===== config.mk =====
export PLATFORM = sky130hd
export DESIGN_NAME = regfile_wport_arb_flat
export DESIGN_NICKNAME = d
export VERILOG_FILES = /design/src/rtl/regfile_wport_arb_if.sv /design/src/rtl/regfile_wport_arb.sv /design/src/flat_wrapper.sv
export SDC_FILE = /design/constraint.sdc
export NUM_CORES = 1
export LEC_CHECK = 0
export ABC_AREA = 0
export BUFFER_PORTS_ARGS = -buffer_cell sky130_fd_sc_hd__buf_2
export CAP_MARGIN = 25
export CORE_MARGIN = 2
export CORE_UTILIZATION = 51
export CTS_BUF_LIST = sky130_fd_sc_hd__clkbuf_4
export CTS_CLUSTER_DIAMETER = 100
export DETAILED_ROUTE_END_ITERATION = 8
export HOLD_SLACK_MARGIN = 0.08
export PLACE_DENSITY = 0.93
export SLEW_MARGIN = 10
export SYNTH_ARGS = -nofsm -noshare
export SYNTH_HDL_FRONTEND = slang
export SYNTH_SLANG_ARGS = --single-unit

===== constraint.sdc =====
create_clock -name clk -period 7.4 [get_ports clk]
set_input_delay 1.85 -clock clk [delete_from_list [all_inputs] [get_ports clk]]
set_output_delay 1.85 -clock clk [all_outputs]
set_load 0.02 [all_outputs]

===== src/rtl/regfile_wport_arb_if.sv =====
// Write-port arbitration bus: W-stage writeback, one async requester,
// the shared regfile write port and the hazard-facing hold status.
interface regfile_wport_arb_if #(
   parameter int AW = 5,
   parameter int DW = 32
);
   logic          stallW;
   logic          pipe_we;
   logic [AW-1:0] pipe_wa;
   logic [DW-1:0] pipe_wd;
   logic          stall_pipe;
   logic          acc_valid;
   logic [AW-1:0] acc_wa;
   logic [DW-1:0] acc_wd;
   logic          acc_ready;
   logic          hold_busy;
   logic [AW-1:0] hold_wa;
   logic          we3;
   logic [AW-1:0] wa3;
   logic [DW-1:0] wd3;

   // Requester side: pipeline and async unit drive requests, observe grants
   modport master (
      output stallW, pipe_we, pipe_wa, pipe_wd,
      output acc_valid, acc_wa, acc_wd,
      input  stall_pipe, acc_ready, hold_busy, hold_wa,
      input  we3, wa3, wd3
   );

   // Arbiter side
   modport slave (
      input  stallW, pipe_we, pipe_wa, pipe_wd,
      input  acc_valid, acc_wa, acc_wd,
      output stall_pipe, acc_ready, hold_busy, hold_wa,
      output we3, wa3, wd3
   );
endinterface


===== src/rtl/regfile_wport_arb.sv =====
// Regfile write-port arbiter. The in-order W-stage writeback normally wins;
// a single held async result (mul/div, miss-load return) takes the port when
// the pipe is idle or once it has lost MAX_WAIT times, stalling W that cycle.
module regfile_wport_arb #(
   parameter int MAX_WAIT = 4,
   parameter int AW       = 5,
   parameter int DW       = 32
) (
   input logic                 clk,
   input logic                 rst,
   regfile_wport_arb_if.slave  bus
);

   logic          hold_v;
   logic [AW-1:0] hold_wa_q;
   logic [DW-1:0] hold_wd;
   logic [3:0]    age;

   logic          pipe_req;
   logic          aged_out;
   logic          g_hold;
   logic          g_pipe;
   logic          accept;

   // Grant decision: r0 writes are not requests, a frozen W stage grants nothing,
   // and the held entry wins when the pipe is idle or its age has hit the limit
   always_comb begin
      pipe_req = bus.pipe_we & (bus.pipe_wa != '0);
      aged_out = (age == 4'(MAX_WAIT));
      g_hold   = 1'b0;
      g_pipe   = 1'b0;
      if (!bus.stallW) begin
         g_hold = hold_v & (!pipe_req | aged_out);
         g_pipe = pipe_req & !g_hold;
      end
      accept = bus.acc_valid & bus.acc_ready;
   end

   // Drive the shared write port and the handshake/status outputs
   always_comb begin
      bus.we3 = g_hold | g_pipe;
      bus.wa3 = '0;
      bus.wd3 = '0;
      if (g_hold) begin
         bus.wa3 = hold_wa_q;
         bus.wd3 = hold_wd;
      end else if (g_pipe) begin
         bus.wa3 = bus.pipe_wa;
         bus.wd3 = bus.pipe_wd;
      end
      bus.stall_pipe = pipe_req & g_hold & !bus.stallW;
      bus.acc_ready  = !hold_v | g_hold;
      bus.hold_busy  = hold_v;
      bus.hold_wa    = hold_v ? hold_wa_q : '0;
   end

   // Hold register and age: refill on accept (same cycle as a drain is fine),
   // clear on drain, and age only when the pipe beats a waiting entry
   always_ff @(posedge clk) begin
      if (rst) begin
         hold_v    <= 1'b0;
         hold_wa_q <= '0;
         hold_wd   <= '0;
         age       <= '0;
      end else if (accept) begin
         if (bus.acc_wa != '0) begin
            hold_v    <= 1'b1;
            hold_wa_q <= bus.acc_wa;
            hold_wd   <= bus.acc_wd;
         end else begin
            hold_v    <= 1'b0;
            hold_wa_q <= '0;
         end
         age <= '0;
      end else if (g_hold) begin
         hold_v    <= 1'b0;
         hold_wa_q <= '0;
         age       <= '0;
      end else if (g_pipe && hold_v) begin
         if (!aged_out) begin
            age <= age + 4'd1;
         end
      end
   end

endmodule


===== src/flat_wrapper.sv =====
// flat-port wrapper written by rule: the top's interface ports become plain ports
module regfile_wport_arb_flat 
#(
   parameter int MAX_WAIT = 4,
   parameter int AW       = 5,
   parameter int DW       = 32
)
  (clk, rst, bus_stallW, bus_pipe_we, bus_pipe_wa, bus_pipe_wd, bus_acc_valid, bus_acc_wa, bus_acc_wd, bus_stall_pipe, bus_acc_ready, bus_hold_busy, bus_hold_wa, bus_we3, bus_wa3, bus_wd3);
  regfile_wport_arb_if #(.AW(AW), .DW(DW)) bus_i ();
  input logic clk;
  input logic rst;
  input wire logic [$bits(bus_i.stallW)-1:0] bus_stallW;
  input wire logic [$bits(bus_i.pipe_we)-1:0] bus_pipe_we;
  input wire logic [$bits(bus_i.pipe_wa)-1:0] bus_pipe_wa;
  input wire logic [$bits(bus_i.pipe_wd)-1:0] bus_pipe_wd;
  input wire logic [$bits(bus_i.acc_valid)-1:0] bus_acc_valid;
  input wire logic [$bits(bus_i.acc_wa)-1:0] bus_acc_wa;
  input wire logic [$bits(bus_i.acc_wd)-1:0] bus_acc_wd;
  output wire logic [$bits(bus_i.stall_pipe)-1:0] bus_stall_pipe;
  output wire logic [$bits(bus_i.acc_ready)-1:0] bus_acc_ready;
  output wire logic [$bits(bus_i.hold_busy)-1:0] bus_hold_busy;
  output wire logic [$bits(bus_i.hold_wa)-1:0] bus_hold_wa;
  output wire logic [$bits(bus_i.we3)-1:0] bus_we3;
  output wire logic [$bits(bus_i.wa3)-1:0] bus_wa3;
  output wire logic [$bits(bus_i.wd3)-1:0] bus_wd3;
  assign bus_i.stallW = bus_stallW;
  assign bus_i.pipe_we = bus_pipe_we;
  assign bus_i.pipe_wa = bus_pipe_wa;
  assign bus_i.pipe_wd = bus_pipe_wd;
  assign bus_i.acc_valid = bus_acc_valid;
  assign bus_i.acc_wa = bus_acc_wa;
  assign bus_i.acc_wd = bus_acc_wd;
  assign bus_stall_pipe = bus_i.stall_pipe;
  assign bus_acc_ready = bus_i.acc_ready;
  assign bus_hold_busy = bus_i.hold_busy;
  assign bus_hold_wa = bus_i.hold_wa;
  assign bus_we3 = bus_i.we3;
  assign bus_wa3 = bus_i.wa3;
  assign bus_wd3 = bus_i.wd3;
  regfile_wport_arb #(.MAX_WAIT(MAX_WAIT), .AW(AW), .DW(DW)) u_core (.clk(clk), .rst(rst), .bus(bus_i));
endmodule

; After elaboration in Yosys (flattened, before gate mapping)
; Cells that the tools add are included.
[word_totals]
ff_bits = 42
in_bits = 79
[classes]
n_reduce_logical = 11
eq_ne = 1
n_bitwise = 10
addsub = 1
muxes = 13
[op_table]
columns = operator, n
row1 = 32-bit 2-to-1 mux, 2
row2 = 5-bit 2-to-1 mux, 6
row3 = 5-bit nonzero test, 2
row4 = 1-bit AND, 6
row5 = 1-bit 2-to-1 mux, 5
row6 = 4-bit by 1-bit adder with 4-bit output (second input constant), 1
row7 = 4-bit by 3-bit == test with 1-bit output (second input constant), 1
row8 = 1-bit logical NOT, 4
row9 = 2-bit AND reduction, 2
row10 = 1-bit bitwise OR, 3
row11 = 3-bit OR reduction, 1
row12 = 2-bit nonzero test, 1
row13 = 1-bit logical AND, 1
row14 = 1-bit inverter, 1

; Longest topological paths before layout
[logic_depth]
depth_word = 10
depth_mapped = 9
depth_no_buf = 6

; Least setup slack after synthesis
; No wires, ideal clock.
[synth_path]
path_kind = in2out
startpoint = input bus_pipe_wa[1]
endpoint = output bus_wd3[11]
required_ns = 5.550
slack_ns = 2.169
cell_stages = 7
n_path_buf = 3
arrival_ns = 3.381
path_cell_list = or4_4 -> o211a_1 -> buf_6 -> nor2_2 -> buf_4 -> buf_4 -> a22o_1
[synth_via]
elab_chain_len = 10
elab_cells_between_ends = 11
classes_between = mux (4) / bitwise (4) / reduce/logical (3)
[synth_rtl]
columns = element, line_no
row1 = start: declaration, flat_wrapper.sv:14  ; input wire logic [$bits(bus_i.pipe_wa)-1:0] bus_pipe_wa;
row2 = 5-bit nonzero test *, regfile_wport_arb.sv:28  ; pipe_req = bus.pipe_we & (bus.pipe_wa != '0);
row3 = 1-bit AND *, regfile_wport_arb.sv:28
row4 = 1-bit logical NOT, regfile_wport_arb.sv:33  ; g_hold = hold_v & (!pipe_req | aged_out);
row5 = 1-bit bitwise OR, regfile_wport_arb.sv:33
row6 = 1-bit AND, regfile_wport_arb.sv:33
row7 = 1-bit logical NOT, regfile_wport_arb.sv:34  ; g_pipe = pipe_req & !g_hold;
row8 = 1-bit AND, regfile_wport_arb.sv:34
row9 = 1-bit 2-to-1 mux, regfile_wport_arb.sv:32  ; if (!bus.stallW) begin
row10 = 32-bit 2-to-1 mux, regfile_wport_arb.sv:47  ; end else if (g_pipe) begin
row11 = 32-bit 2-to-1 mux *, regfile_wport_arb.sv:44  ; if (g_hold) begin
row12 = end: declaration, flat_wrapper.sv:25  ; output wire logic [$bits(bus_i.wd3)-1:0] bus_wd3;
; Mark *: on every way between the ends. The rest lies on a longest branch, timed or not.

; Final worst setup path
[layout_path]
startpoint = input bus_pipe_wa[1]
endpoint = output bus_wd3[25]
; The elaborated chain is that of the path after synthesis.

==> impl_metrics.yaml <==
worst_setup_path:
  critPathCaptureType: "output pin"
  r2r_end: "u_core.hold_wd[5]$_SDFFE_PP0P_"
  crit_fanout: 27
  cp.required_ns: 5.55
  reg2reg_depth: 7
  worstReg2RegStart: "u_core.age[0]$_SDFFE_PP0P_"
  startpoint_type: "primary input"
  arrival_ns: 4.04
  critical_path_class: "in -> out"
  rrSetupSlack_ns: 5.45
sta:
  fmax_mhz: 170
  hold_violations: 0
  tightest_slew_ns: 0.859
  slew-limit-headroom: 0.428
  finClkSkew_ns: 0.0133
  rsz0062_at_grt: "no"
  setup_viol: 0
  fin_crit_ns: 5.89
  fin_crit_sh: 0.796
  fin_tns_setup_ns: 0
  drv_slew: 0
clock_network:
  post_cts.repair.setup_buffers: 0
  cts_tree: "yes"
  cts_num_sinks: 42
  cts.path.max_buffers: 2
  cts.reportedPaths.clkPinSlew_ns: 0.12
  ctsResizeCount: 0
  clk_latency_ns: 0.35
  cts_root_buf: "clkbuf_4"
  hold_buffers: 0
  numCtsBuffers: 5
  htreeDepth: 2
placement:
  dp_hpwl_um: 4350
  port_buffers: 124
  placed_cells: 421
  gp_congestion: 0.899
synthesis:
  syn_nets: 342
  synth_fa_ha_area_frac: 0.0104
  synthesis.area_mm2: 0.00242
  synth_compound_area_frac: 0.204
  synth_warnings: 0
  avgSynthCellArea_um2: 9.26
  synth-xor-area-share: 0
  synth-seq-cells: 42
  synth-simple-area-share: 0.221
  synthCells: 261
  synth.distinct_cells: 33
  yosysSeqAreaShare: 0.348
  synth_top_family_by_area: "simple AND/OR/NAND/NOR gates"
  synthMuxAreaShare: 0.137
floorplanning:
  die_x_um: 72.8
  start_util: 0.522
  die_h_um: 72.8
  fp.dieArea_mm2: 0.00530
  num_rows: 25
  io_pins: 125
  core-area_mm2: 0.00463
layout:
  drive_gt1_frac: 0.372
  area_delta_synth_final_pct: 26.2
  fin_nets: 456
  fill_cells: 420
  antenna_cells: 0
  postLayoutCoreUtil: 0.659
  fin_cells: 430
hold_path:
  whs_path_depth: 2
  hold_class: "reg -> reg"
  holdCritStartpoint: "u_core.hold_wd[6]$_SDFFE_PP0P_"
  whs_endpoint: "u_core.hold_wd[6]$_SDFFE_PP0P_"
pwr:
  p_leak_nw: 1.48
  ir_drop_uv: 73.9
  power_density_mw_per_mm2: 157
routing:
  avgRoutedWirePerCell_um: 13.9
  wl_um: 5980
  num_vias: 2307
  first_pass_iters: 4
  drc_errors: 0
  detail-route-antenna-nets: 0
  vias_per_cell: 5.37
  drtIter0Drc: 68
flow_run:
  cap_violations: 0
grt:
  grt_max_degree: 72
  grt_usage: 0.215
  grt_pass1_wl_um: 9120
  overflow: 0
  antenna_found_initial: 0
  grt_pass1_vias: 2134
outcome:
  status: "complete, no violations"
[metrics by stage]
stage / cell area [um^2] / hold WS (ns) / worst slack [ns] / total power, W
global placement: 2980 / 0.457 / 1.56 / 0.000367
global route: 3050 / 0.503 / 1.39 / 0.000503
floorplan: 2420 / 0.447 / 2.17 / 0.000333
finish: 3050 / 0.486 / 1.51 / 0.000478
detailed placement: 2980 / 0.464 / 1.46 / 0.000371
CTS: 3040 / 0.488 / 1.46 / 0.000483
[critical path: stages]
cell	delay (ns)
buf_2	0.11
or4_4	0.54
o211a_1	0.34
nor2_2	0.45
buf_4	0.38
a22o_1	0.21
buf_2	0.16
[metal layers]
layer  global-route usage  wire (um)
met3               0.0442        465
met5                    0          0
met4               0.0720         52
met1                0.245       2410
met2                0.398       3050
[sequential cells by signal (all words and copies together) (netlist names)]
signal	flops
u_core.hold_wa_q	5
u_core.age	4
u_core.hold_wd	32
u_core.bus.hold_busy	1
[synth_stat cells]
library cell,instances,share of area
buf_12,3,0.025
or3_1,1,0.0026
clkbuf_1,13,0.020
o31ai_1,1,0.0031
mux2i_1,33,0.14
o211ai_1,2,0.0062
buf_2,1,0.0021
or4_4,1,0.0047
o211a_1,1,0.0041
o21ai_1,1,0.0021
a21oi_1,6,0.012
dfxtp_1,42,0.35
nor2_2,1,0.0026
ha_1,2,0.010
nor2_1,7,0.011
nor2b_1,2,0.0052
a22o_1,37,0.13
nand3b_1,1,0.0031
inv_1,12,0.019
or2_2,1,0.0026
o32ai_1,4,0.014
a31oi_1,1,0.0026
or4_1,2,0.0062
nand3_1,3,0.0062
a21oi_4,1,0.0067
nand2_1,3,0.0047
nor3_1,2,0.0041
and2_1,1,0.0026
buf_4,3,0.0093
buf_6,1,0.0047
nand2b_1,64,0.17
o21ai_0,7,0.014
a41oi_1,1,0.0036
[layout by cell type, fill, tap and decap left out, types with 2 or more instances in the layout]
cell type    n
mux2i_1     33
o32ai_1      4
inv_1       12
nand3_1      3
ha_1         2
buf_4        3
or4_1        2
nand2b_1    64
a21oi_1      6
nand2_1      3
nor2_1       7
a22o_1      37
o21ai_0      7
o211ai_1     2
buf_2      124
dfxtp_1     42
nor2b_1      2
clkbuf_4     5
[power by group]
part           switching, W  internal (W)  leakage (nW)
Combinational     0.0000615     0.0000541          1.11
Clock             0.0000766     0.0000354        0.0286
Sequential       0.00000971      0.000241         0.345
Total              0.000148      0.000331          1.48
[final cells by class]
type / instances / area, um^2 / area share
Timing Repair Buffer: 128 / 654 / 0.215
Sequential cell: 42 / 841 / 0.276
Clock buffer: 5 / 37.5 / 0.0123
Multi-Input combinational cell: 186 / 1390 / 0.455
Tap cell: 54 / 67.6 / 0.0222
Inverter: 12 / 45.0 / 0.0148
Clock inverter: 3 / 16.3 / 0.00533
[cells by family after synthesis]
kind of cell,after synthesis
AOI/OAI and AO/OA,62
adders and majority gates,2
buffers and inverters,33
DFF,42
muxes,33
and+or+nand+nor,89
[how the worst max path moves through the flow]
stage,from,end,slack [ns],cells past startpoint
floorplan,bus_pipe_wa[1],bus_wd3[11],2.17,7
global placement,bus_pipe_wa[1],bus_wd3[29],1.56,7
detailed placement,bus_pipe_wa[1],bus_wd3[25],1.46,7
CTS,bus_pipe_wa[1],bus_wd3[25],1.46,7
global route,bus_pipe_wa[1],bus_wd3[31],1.39,7
finish,bus_pipe_wa[1],bus_wd3[25],1.51,7
(Power assumes the default switching activity.)
